**config.mk**
```make
export PLATFORM = sky130hd
export DESIGN_NAME = instruction_fetch_stage_flat
export DESIGN_NICKNAME = d
export VERILOG_FILES = /design/src/rtl/fetch_pkg.sv /design/src/rtl/fetch_if.sv /design/src/rtl/fetch_pc_gen.sv /design/src/rtl/instruction_fetch_stage.sv /design/src/flat_wrapper.sv
export SDC_FILE = /design/constraint.sdc
export NUM_CORES = 1
export LEC_CHECK = 0
export BUFFER_PORTS_ARGS = -buffer_cell sky130_fd_sc_hd__buf_2
export CORE_ASPECT_RATIO = 0.8
export CORE_UTILIZATION = 35
export CTS_BUF_LIST = sky130_fd_sc_hd__clkbuf_16
export DETAILED_ROUTE_END_ITERATION = 12
export GPL_ROUTABILITY_DRIVEN = 0
export HOLD_SLACK_MARGIN = 0.12
export MAX_ROUTING_LAYER = met4
export SYNTH_ARGS = -nofsm -noshare
export SYNTH_HDL_FRONTEND = slang
export SYNTH_HIERARCHICAL = 1
export SYNTH_SLANG_ARGS = --single-unit
```
**constraint.sdc**
```tcl
create_clock -name clk -period 4.61 [get_ports clk]
set_input_delay 0 -clock clk [delete_from_list [all_inputs] [get_ports clk]]
set_output_delay 0 -clock clk [all_outputs]
set_load 0.03 [all_outputs]
```
**src/rtl/fetch_pkg.sv**
```systemverilog
// Shared types and constants for the instruction fetch stage.
// Fetch FSM states, word geometry and the PC increment helper.
package fetch_pkg;

  localparam int INSTR_W = 32;
  localparam int PC_STEP = 4;

  typedef enum logic [1:0] {
    IDLE = 2'd0,
    RUN  = 2'd1,
    HALT = 2'd2,
    TRAP = 2'd3
  } fetch_state_e;

  // Sequential PC; wraps modulo 2^32.
  function automatic logic [31:0] pc_inc(input logic [31:0] pc);
    return pc + 32'(PC_STEP);
  endfunction

endpackage

```
**src/rtl/fetch_if.sv**
```systemverilog
// Bundle between fetch, instruction memory, branch resolution and decode.
// misalign_o exists only when FETCH_MISALIGN_TRAP_EN is defined.
interface fetch_if;
  import fetch_pkg::*;

  logic [31:0]        imem_addr_o;
  logic [INSTR_W-1:0] imem_data_i;
  logic               redirect_i;
  logic [31:0]        redirect_pc_i;
  logic               id_ready_i;
  logic               id_valid_o;
  logic [INSTR_W-1:0] id_instr_o;
  logic [31:0]        id_pc_o;
  logic [31:0]        id_pc_plus4_o;
  logic               halted_o;
`ifdef FETCH_MISALIGN_TRAP_EN
  logic               misalign_o;
`endif

  // Fetch stage side.
  modport master (
    output imem_addr_o,
    input  imem_data_i,
    input  redirect_i,
    input  redirect_pc_i,
    input  id_ready_i,
    output id_valid_o,
    output id_instr_o,
    output id_pc_o,
    output id_pc_plus4_o,
`ifdef FETCH_MISALIGN_TRAP_EN
    output misalign_o,
`endif
    output halted_o
  );

  // Memory / redirect source / decode side.
  modport slave (
    input  imem_addr_o,
    output imem_data_i,
    output redirect_i,
    output redirect_pc_i,
    output id_ready_i,
    input  id_valid_o,
    input  id_instr_o,
    input  id_pc_o,
    input  id_pc_plus4_o,
`ifdef FETCH_MISALIGN_TRAP_EN
    input  misalign_o,
`endif
    input  halted_o
  );

endinterface

```
**src/rtl/fetch_pc_gen.sv**
```systemverilog
// Program counter register with hold / +4 / redirect selection and
// the end-of-image comparisons used by the fetch FSM.
module fetch_pc_gen
  import fetch_pkg::*;
#(
  parameter logic [31:0] RESET_PC  = 32'h0000_0000,
  parameter int          MEM_BYTES = 256
) (
  input  logic        clk,
  input  logic        rst_n,
  input  logic        advance,
  input  logic        redirect,
  input  logic [31:0] target,
  output logic [31:0] pc_q,
  output logic        at_end,
  output logic        target_past_end
);

  localparam logic [31:0] LAST_ADDR = 32'(MEM_BYTES - PC_STEP);

  logic [31:0] pc_next;

  // Redirect wins over a sequential advance.
  always_comb begin
    pc_next = pc_q;
    if (redirect)
      pc_next = target;
    else if (advance)
      pc_next = pc_inc(pc_q);
  end

  always_ff @(posedge clk or negedge rst_n) begin
    if (!rst_n)
      pc_q <= RESET_PC;
    else
      pc_q <= pc_next;
  end

  assign at_end          = (pc_q == LAST_ADDR);
  assign target_past_end = (target > LAST_ADDR);

endmodule

```
**src/rtl/instruction_fetch_stage.sv**
```systemverilog
// Fetch stage: PC ownership, IF/ID register with valid/ready toward decode,
// redirect flush and end-of-image halt. FETCH_MISALIGN_TRAP_EN adds a TRAP state.
module instruction_fetch_stage
  import fetch_pkg::*;
#(
  parameter logic [31:0] RESET_PC  = 32'h0000_0000,
  parameter int          MEM_BYTES = 256
) (
  input  logic     clk,
  input  logic     rst_n,
  fetch_if.master  bus
);

  fetch_state_e       state, state_next;
  logic               load;
  logic [31:0]        pc_q;
  logic               at_end;
  logic               target_past_end;
  logic [31:0]        target;

  logic               vld_p1;
  logic [INSTR_W-1:0] instr_p1;
  logic [31:0]        pc_p1;
  logic [31:0]        pc_plus4_p1;
  logic               halted_q;

`ifdef FETCH_MISALIGN_TRAP_EN
  logic               misaligned;
  logic               misalign_q;

  assign target     = bus.redirect_pc_i;
  assign misaligned = |bus.redirect_pc_i[1:0];
`else
  // Low address bits are ignored so every fetch stays word aligned.
  assign target     = bus.redirect_pc_i & ~32'h3;
`endif

  fetch_pc_gen #(
    .RESET_PC  (RESET_PC),
    .MEM_BYTES (MEM_BYTES)
  ) u_pc_gen (
    .clk             (clk),
    .rst_n           (rst_n),
    .advance         (load),
    .redirect        (bus.redirect_i),
    .target          (target),
    .pc_q            (pc_q),
    .at_end          (at_end),
    .target_past_end (target_past_end)
  );

  always_ff @(posedge clk or negedge rst_n) begin
    if (!rst_n)
      state <= IDLE;
    else
      state <= state_next;
  end

  always_comb begin
    state_next = state;
    load       = (state == RUN) && (!vld_p1 || bus.id_ready_i) && !bus.redirect_i;

    case (state)
      IDLE:    state_next = RUN;
      RUN:     if (load && at_end) state_next = HALT;
      default: state_next = state;
    endcase

    // A redirect overrides whatever the current state would do.
    if (bus.redirect_i) begin
`ifdef FETCH_MISALIGN_TRAP_EN
      if (misaligned)
        state_next = TRAP;
      else
`endif
      if (target_past_end)
        state_next = HALT;
      else
        state_next = RUN;
    end
  end

  // ---- p1: IF/ID register ----
  always_ff @(posedge clk or negedge rst_n) begin
    if (!rst_n) begin
      vld_p1      <= 1'b0;
      instr_p1    <= '0;
      pc_p1       <= '0;
      pc_plus4_p1 <= '0;
    end else if (bus.redirect_i) begin
      vld_p1 <= 1'b0;
    end else if (load) begin
      vld_p1      <= 1'b1;
      instr_p1    <= bus.imem_data_i;
      pc_p1       <= pc_q;
      pc_plus4_p1 <= pc_inc(pc_q);
    end else if (bus.id_ready_i) begin
      vld_p1 <= 1'b0;
    end
  end

  always_ff @(posedge clk or negedge rst_n) begin
    if (!rst_n)
      halted_q <= 1'b0;
    else
      halted_q <= (state_next == HALT);
  end

`ifdef FETCH_MISALIGN_TRAP_EN
  always_ff @(posedge clk or negedge rst_n) begin
    if (!rst_n)
      misalign_q <= 1'b0;
    else
      misalign_q <= (state_next == TRAP);
  end

  assign bus.misalign_o = misalign_q;
`endif

  assign bus.imem_addr_o   = pc_q;
  assign bus.id_valid_o    = vld_p1;
  assign bus.id_instr_o    = instr_p1;
  assign bus.id_pc_o       = pc_p1;
  assign bus.id_pc_plus4_o = pc_plus4_p1;
  assign bus.halted_o      = halted_q;

endmodule

```
**src/flat_wrapper.sv**
```systemverilog
// flat-port wrapper written by rule: the top's interface ports become plain ports
module instruction_fetch_stage_flat import fetch_pkg::*;
#(
  parameter logic [31:0] RESET_PC  = 32'h0000_0000,
  parameter int          MEM_BYTES = 256
)
  (clk, rst_n, bus_imem_addr_o, bus_imem_data_i, bus_redirect_i, bus_redirect_pc_i, bus_id_ready_i, bus_id_valid_o, bus_id_instr_o, bus_id_pc_o, bus_id_pc_plus4_o, bus_halted_o);
  fetch_if bus_i ();
  input  logic clk;
  input  logic rst_n;
  output wire logic [$bits(bus_i.imem_addr_o)-1:0] bus_imem_addr_o;
  input wire logic [$bits(bus_i.imem_data_i)-1:0] bus_imem_data_i;
  input wire logic [$bits(bus_i.redirect_i)-1:0] bus_redirect_i;
  input wire logic [$bits(bus_i.redirect_pc_i)-1:0] bus_redirect_pc_i;
  input wire logic [$bits(bus_i.id_ready_i)-1:0] bus_id_ready_i;
  output wire logic [$bits(bus_i.id_valid_o)-1:0] bus_id_valid_o;
  output wire logic [$bits(bus_i.id_instr_o)-1:0] bus_id_instr_o;
  output wire logic [$bits(bus_i.id_pc_o)-1:0] bus_id_pc_o;
  output wire logic [$bits(bus_i.id_pc_plus4_o)-1:0] bus_id_pc_plus4_o;
  output wire logic [$bits(bus_i.halted_o)-1:0] bus_halted_o;
  assign bus_imem_addr_o = bus_i.imem_addr_o;
  assign bus_i.imem_data_i = bus_imem_data_i;
  assign bus_i.redirect_i = bus_redirect_i;
  assign bus_i.redirect_pc_i = bus_redirect_pc_i;
  assign bus_i.id_ready_i = bus_id_ready_i;
  assign bus_id_valid_o = bus_i.id_valid_o;
  assign bus_id_instr_o = bus_i.id_instr_o;
  assign bus_id_pc_o = bus_i.id_pc_o;
  assign bus_id_pc_plus4_o = bus_i.id_pc_plus4_o;
  assign bus_halted_o = bus_i.halted_o;
  instruction_fetch_stage #(.RESET_PC(RESET_PC), .MEM_BYTES(MEM_BYTES)) u_core (.clk(clk), .rst_n(rst_n), .bus(bus_i));
endmodule
```
==> results_dict.tcl, run 1 <==
set metrics [dict create \
    wl_met1_um 9200 \
    drt_wl_total_um 19400 \
    wl_per_cell_um 16.1 \
    seq_area_frac_synth_pct 52.7 \
    reg2reg_slack_ns 1.73 \
    fin_crit_ns 2.88 \
    status "finished, final reports clean" \
    post_drt_via_cell_ratio 5.06 \
    grt_pass1_vias 5599 \
    clock_skew_ns 0.0124 \
    dp_hpwl_um 12100 \
    synth_cell_types 47 \
    antenna_left 0 \
    leakage_uw 0.00409 \
    crit_type "reg -> reg" \
    worst_ep_required_time_ns 4.97 \
    design_area_mm2 0.00874 \
    design.core.area_mm2 0.0173 \
    yosysMostFrequentCell "nand2_1" \
    vdd_drop_max_v 0.000244 \
    endpoint_kind "flip-flop" \
    ioPinCount 198 \
    cts_buffer_depth 2 \
    total_power_uw 4160 \
    fin_ws_ns 1.73 \
    ys_ff_latch 130 \
    cts_buffers 17 \
    netlist_top_cells_count "nand2_1 (236), dfrtp_1 (130), o21ai_0 (40)" \
    post_cts_resized 0 \
    slew-limit-headroom_pct 34.3 \
    fin_setup_tns_ns 0 \
    dieWidth_um 150 \
    multiInputGateArea_mm2 0.00269 \
    cp_data_arrival_time_ns 3.23 \
    cts_root_buf "clkbuf_16" \
    routed-wl-met3_um 1290 \
    tightest_slew_ns 0.985 \
    max_clock_freq_ghz 0.348 \
    clk_latency_ns 0.42 \
    path_clk_slew_ns 0.06 \
    hold_violations 0 \
    syn_area_mm2 0.00617 \
    area_growth_pct 41.8 \
    maxUsedRoutingLayer "met4" \
    vias 6077 \
    post-place-ws_ns 2.08 \
    start_util_pct 35.7 \
    synth_edf_count 0 \
    synth_cells 689 \
    drc 0 \
    rsz0062_at_grt "false" \
    regArea_mm2 0.00325 \
    slew_violations 0 \
    synth-main-ff-cell "dfrtp_1" \
    antenna_found_initial 0 \
    grt_first_pass_wirelength_um 29700 \
    clock-sinks 130 \
    htreeDepth 4 \
    tritoncts "done" \
    synthTopCellsByArea "dfrtp_1 (53%), nand2_1 (14%), a31oi_1 (3.2%), o21ai_0 (3.2%), or4_1 (2.6%)" \
    drt-pass1-iter-count 4 \
    cap_violations 0 \
    hold_class "in -> reg" \
    grt_max_degree 100 \
    drive_gt1_share_pct 24.8 \
    die_h_um 121 \
    async_flop_share_pct 100 \
    p_per_area_mw_per_mm2 475 \
    fillers 1642 \
    dpl_cell_area_mm2 0.00727 \
    setup_viol 0 \
    postCtsHoldBufs 90 \
    critPathMaxFanout 91 \
    die_area_mm2 0.0182 \
    rows 43 \
    fin_nets 1032 \
    synth_top_area_cell "dfrtp_1" \
    avgSynthCellArea_um2 8.95 \
    io_buffers 195 \
    post_cts_buffers 0 \
    overflow 0 \
    dr_wl_met2_um 8700 \
    synth_top_area_share_pct 52.7 \
    grt_use_total_pct 22.1 \
    drt_iter0_markers 324 \
    diodes 0 \
    start_kind "flip-flop" \
    yosys_warnings 6 \
    timing.final.crit_share_pct 62.4 \
]
==> routing by layer <==
metal / GRT usage (%) / vias up
li1: - / 2950
met1: 29.9 / 2922
met2: 33.1 / 191
met3: 5.51 / 14
met4: 5.68 / 0
met5: - / -
==> layout by cell type, fill, tap and decap left out, drive strengths merged <==
cell type      n
mux2           3
nor4b          1
clkinv        10
nor4          18
conb           4
clkbuf        17
xor2           8
inv           10
o21ai         40
and2           2
clkinvlp       1
nand3         18
o2111ai        1
nand2        236
and3           1
bufinv         3
nor2          34
dlygate4sd3   90
o211ai         2
nand4         20
nor3           6
a21oi          1
a31oi         32
a31o           2
ha             2
nand2b         2
mux2i          1
o21a           1
or4b           1
or4           25
xnor2         18
o31ai         20
buf          198
and4           6
nor2b          1
or3           10
dfrtp        130
==> where the power goes <==
part	internal [uW]	switching, uW	total, uW
logic	383	859	1240
registers	1390	207	1590
clock network	835	484	1320
total	2610	1550	4160
==> final timing paths <==
path | startpoint | end | cells past startpoint
max | u_core/state[1]$_DFF_PN0_ | u_core/u_pc_gen/pc_q[6]$_DFFE_PN0N_ | 8
min | bus_redirect_i | u_core/u_pc_gen/pc_q[0]$_DFFE_PN0P_ | 2
max reg2reg | u_core/state[1]$_DFF_PN0_ | u_core/u_pc_gen/pc_q[6]$_DFFE_PN0N_ | 8
min reg2reg | u_core/bus.id_pc_o[5]$_DFFE_PN0P_ | u_core/bus.id_pc_o[5]$_DFFE_PN0P_ | 2
max in group asynchronous | rst_n | u_core/u_pc_gen/pc_q[8]$_DFFE_PN0N_ | 3
min in group asynchronous | rst_n | u_core/bus.id_instr_o[0]$_DFFE_PN0P_ | 2
==> area by class of cell <==
type	count	share of cell area, %
Inverter	9	0.401
Sequential cell	130	37.2
Timing Repair Buffer	288	21.8
Clock buffer	17	4.87
Tap cell	225	3.22
Clock inverter	15	1.73
Multi-Input combinational cell	516	30.8
==> worst max-delay path, cell delays in order, from the launching register on <==
cell	delay, ns
dfrtp_1	0.40
nand2b_1	0.17
or3_4	0.34
clkinv_2	0.10
buf_4	0.70
nand4_1	0.20
xor2_1	0.18
o21ai_0	0.16
dlygate4sd3_1	0.57
==> registers in the layout (all words and copies together), names as in the netlist <==
register                  flops
u_core/bus.id_instr_o        32
u_core/bus.id_pc_o           32
u_core/u_pc_gen/pc_q         32
u_core/bus.id_pc_plus4_o     30
u_core/state                  2
u_core/bus.halted_o           1
u_core/bus.id_valid_o         1
==> cells by family (layout without fill, tap and decap cells) <==
| logic type | Yosys count | in the layout | share of synthesized area, % |
|---|---|---|---|
| xor gates and xnor gates | 26 | 26 | 3.69 |
| and+or+nand+nor | 381 | 381 | 28.7 |
| adders and majority gates | 2 | 2 | 0.406 |
| AOI/OAI and AO/OA | 99 | 99 | 9.80 |
| DFF | 130 | 130 | 52.7 |
| other | 1 | 4 | 0.0608 |
| buffers and inverters | 46 | 329 | 3.87 |
| muxes | 4 | 4 | 0.710 |
==> through the flow <==
stage | utilization [%] | hold WS (ns) | std cells
global placement | 42.1 | 0.166 | 1078
detailed placement | 42.1 | 0.172 | 1078
floorplan | - | -0.296 | 692
finish | 50.6 | 0.182 | 1200
CTS | 50.6 | 0.160 | 1200
global route | 50.6 | 0.195 | 1200
No activity file was read; power rests on OpenSTA's default activity.
==> inputs of run 2 (changes only) <==
Clock period 4.61 ns to 2.6 ns, I/O delays scaled along.
==> results_dict.tcl, run 2 (synthesized netlist as in run 1, its figures left out) <==
set metrics [dict create \
    overflow 0 \
    status "finished, final reports clean" \
    final_common_cell "nand2_1" \
    post_drt_via_cell_ratio 5.04 \
    rsz0062_at_grt "false" \
    cts_root_buf "clkbuf_16" \
    antenna_found_initial 0 \
    vias 6078 \
    htreeDepth 4 \
    cap_violations 0 \
    cts_buffer_depth 2 \
    drt-pass1-iter-count 5 \
    grt_first_pass_wirelength_um 30500 \
    grt_max_degree 100 \
    max_clock_freq_ghz 0.412 \
    cts_buffers 17 \
    start_kind "flip-flop" \
    drt_wl_total_um 19800 \
    setup_viol 0 \
    endpoint_kind "flip-flop" \
    dp_hpwl_um 13200 \
    clock_skew_ns 0.00879 \
    drc 0 \
    tritoncts "done" \
    clock-sinks 130 \
    hold_violations 0 \
    dp.cells 1100 \
    hold_class "in -> reg" \
    design.core.area_mm2 0.0173 \
    worst_ep_required_time_ns 2.95 \
    io_buffers 195 \
    antenna_left 0 \
    cp_data_arrival_time_ns 2.77 \
    dieWidth_um 150 \
    tightest_slew_ns 1.01 \
    grt_pass1_vias 5669 \
    post-route-util_pct 50.7 \
    final_cells 1207 \
    path_clk_slew_ns 0.06 \
    timing.final.crit_share_pct 93.4 \
    grt_use_total_pct 22.9 \
    vdd_drop_max_v 0.000378 \
    p_per_area_mw_per_mm2 830 \
    leakage_uw 0.00413 \
    die_area_mm2 0.0182 \
    ioPinCount 198 \
    fin_crit_ns 2.43 \
    start_util_pct 35.7 \
    slew_violations 0 \
    area_growth_pct 42.0 \
    diodes 0 \
    critPathMaxFanout 8 \
    mostFrequentLayoutCells "nand2_1 (235), buf_2 (194), dfrtp_1 (129)" \
    fin_nets 1039 \
    wl_per_cell_um 16.4 \
    drive_gt1_share_pct 27.7 \
    die_h_um 121 \
    post_cts_buffers 0 \
    clk_latency_ns 0.42 \
    slew-limit-headroom_pct 32.9 \
    crit_type "reg -> reg" \
    rows 43 \
    drt_iter0_markers 386 \
]
[run 2: cell count changes in the layout (fill, tap and decap cells not counted), moves of 2 or more]
cell | previous run | this run
clkinv_2 | 3 | 6
inv_1 | 10 | 7
clkinvlp_4 | 1 | 4
dlygate4sd3_1 | 90 | 75
buf_4 | 3 | 23
bufinv_16 | 3 | 1
clkinv_1 | 5 | 2
[run 2: area by class of cell]
type / count / area [um^2]
Fill cell: 1638 / 8510
Multi-Input combinational cell: 516 / 2700
Clock buffer: 17 / 425
Clock inverter: 15 / 120
Sequential cell: 130 / 3250
Timing Repair Buffer: 295 / 1940
Tap cell: 225 / 282
Inverter: 9 / 38.8
[run 2: routing by layer]
| layer | wire length [um] | vias up | track usage [%] |
|---|---|---|---|
| li1 | - | 2972 | - |
| met1 | 9460 | 2870 | 31.1 |
| met2 | 8810 | 221 | 33.8 |
| met3 | 1360 | 15 | 5.21 |
| met4 | 191 | 0 | 7.32 |
| met5 | 0 | - | - |
[run 2: path summary, 6_finish.rpt]
check                                             startpoint                                   end  slack [ns]  cells past startpoint
min reg2reg                u_core/bus.id_pc_o[5]$_DFFE_PN0P_     u_core/bus.id_pc_o[5]$_DFFE_PN0P_        0.47                      2
max in group asynchronous                              rst_n  u_core/u_pc_gen/pc_q[14]$_DFFE_PN0N_        1.68                      3
max reg2reg                        u_core/state[1]$_DFF_PN0_  u_core/u_pc_gen/pc_q[26]$_DFFE_PN0N_        0.17                      7
min                                           bus_redirect_i  u_core/u_pc_gen/pc_q[14]$_DFFE_PN0N_        0.14                      3
min in group asynchronous                              rst_n  u_core/bus.id_instr_o[1]$_DFFE_PN0P_        0.18                      2
max                                u_core/state[1]$_DFF_PN0_  u_core/u_pc_gen/pc_q[26]$_DFFE_PN0N_        0.17                      7
[run 2: repair_timing]
action,in CTS,in global routing
endpoints found under the hold margin,139,0
setup endpoints to repair,0,2
gates resized for setup,0,1
hold buffers,75,0
[run 2: critical path, cell delays in order (launching register included)]
cell and delay [ns]:
dfrtp_1 0.40, nand2b_1 0.17, or3_4 0.36, inv_6 0.09, nand2_4 0.07, or4b_1 0.65
or4_1 0.45, a31oi_1 0.17
[run 2: power by group]
part | switching [uW] | internal (uW) | total (uW) | leakage (uW)
clock | 905 | 1300 | 2200 | 0.000262
sequential | 320 | 2460 | 2780 | 0.00156
combinational | 1590 | 694 | 2290 | 0.00230
total | 2820 | 4450 | 7270 | 0.00413
[run 2: through the flow]
step                worst slack (ns)  TNS, ns  total power [uW]  hold WS, ns  area, um^2
finish                         0.172        0              7270        0.143        8760
global route                0.000564        0              7650        0.152        8760
CTS                           0.0325        0              7330        0.121        8750
detailed placement            0.0504        0              5020       0.0864        7460
global placement              0.0778        0              4980       0.0892        7460
floorplan                     -0.187   -0.783              4190       -0.296        6230
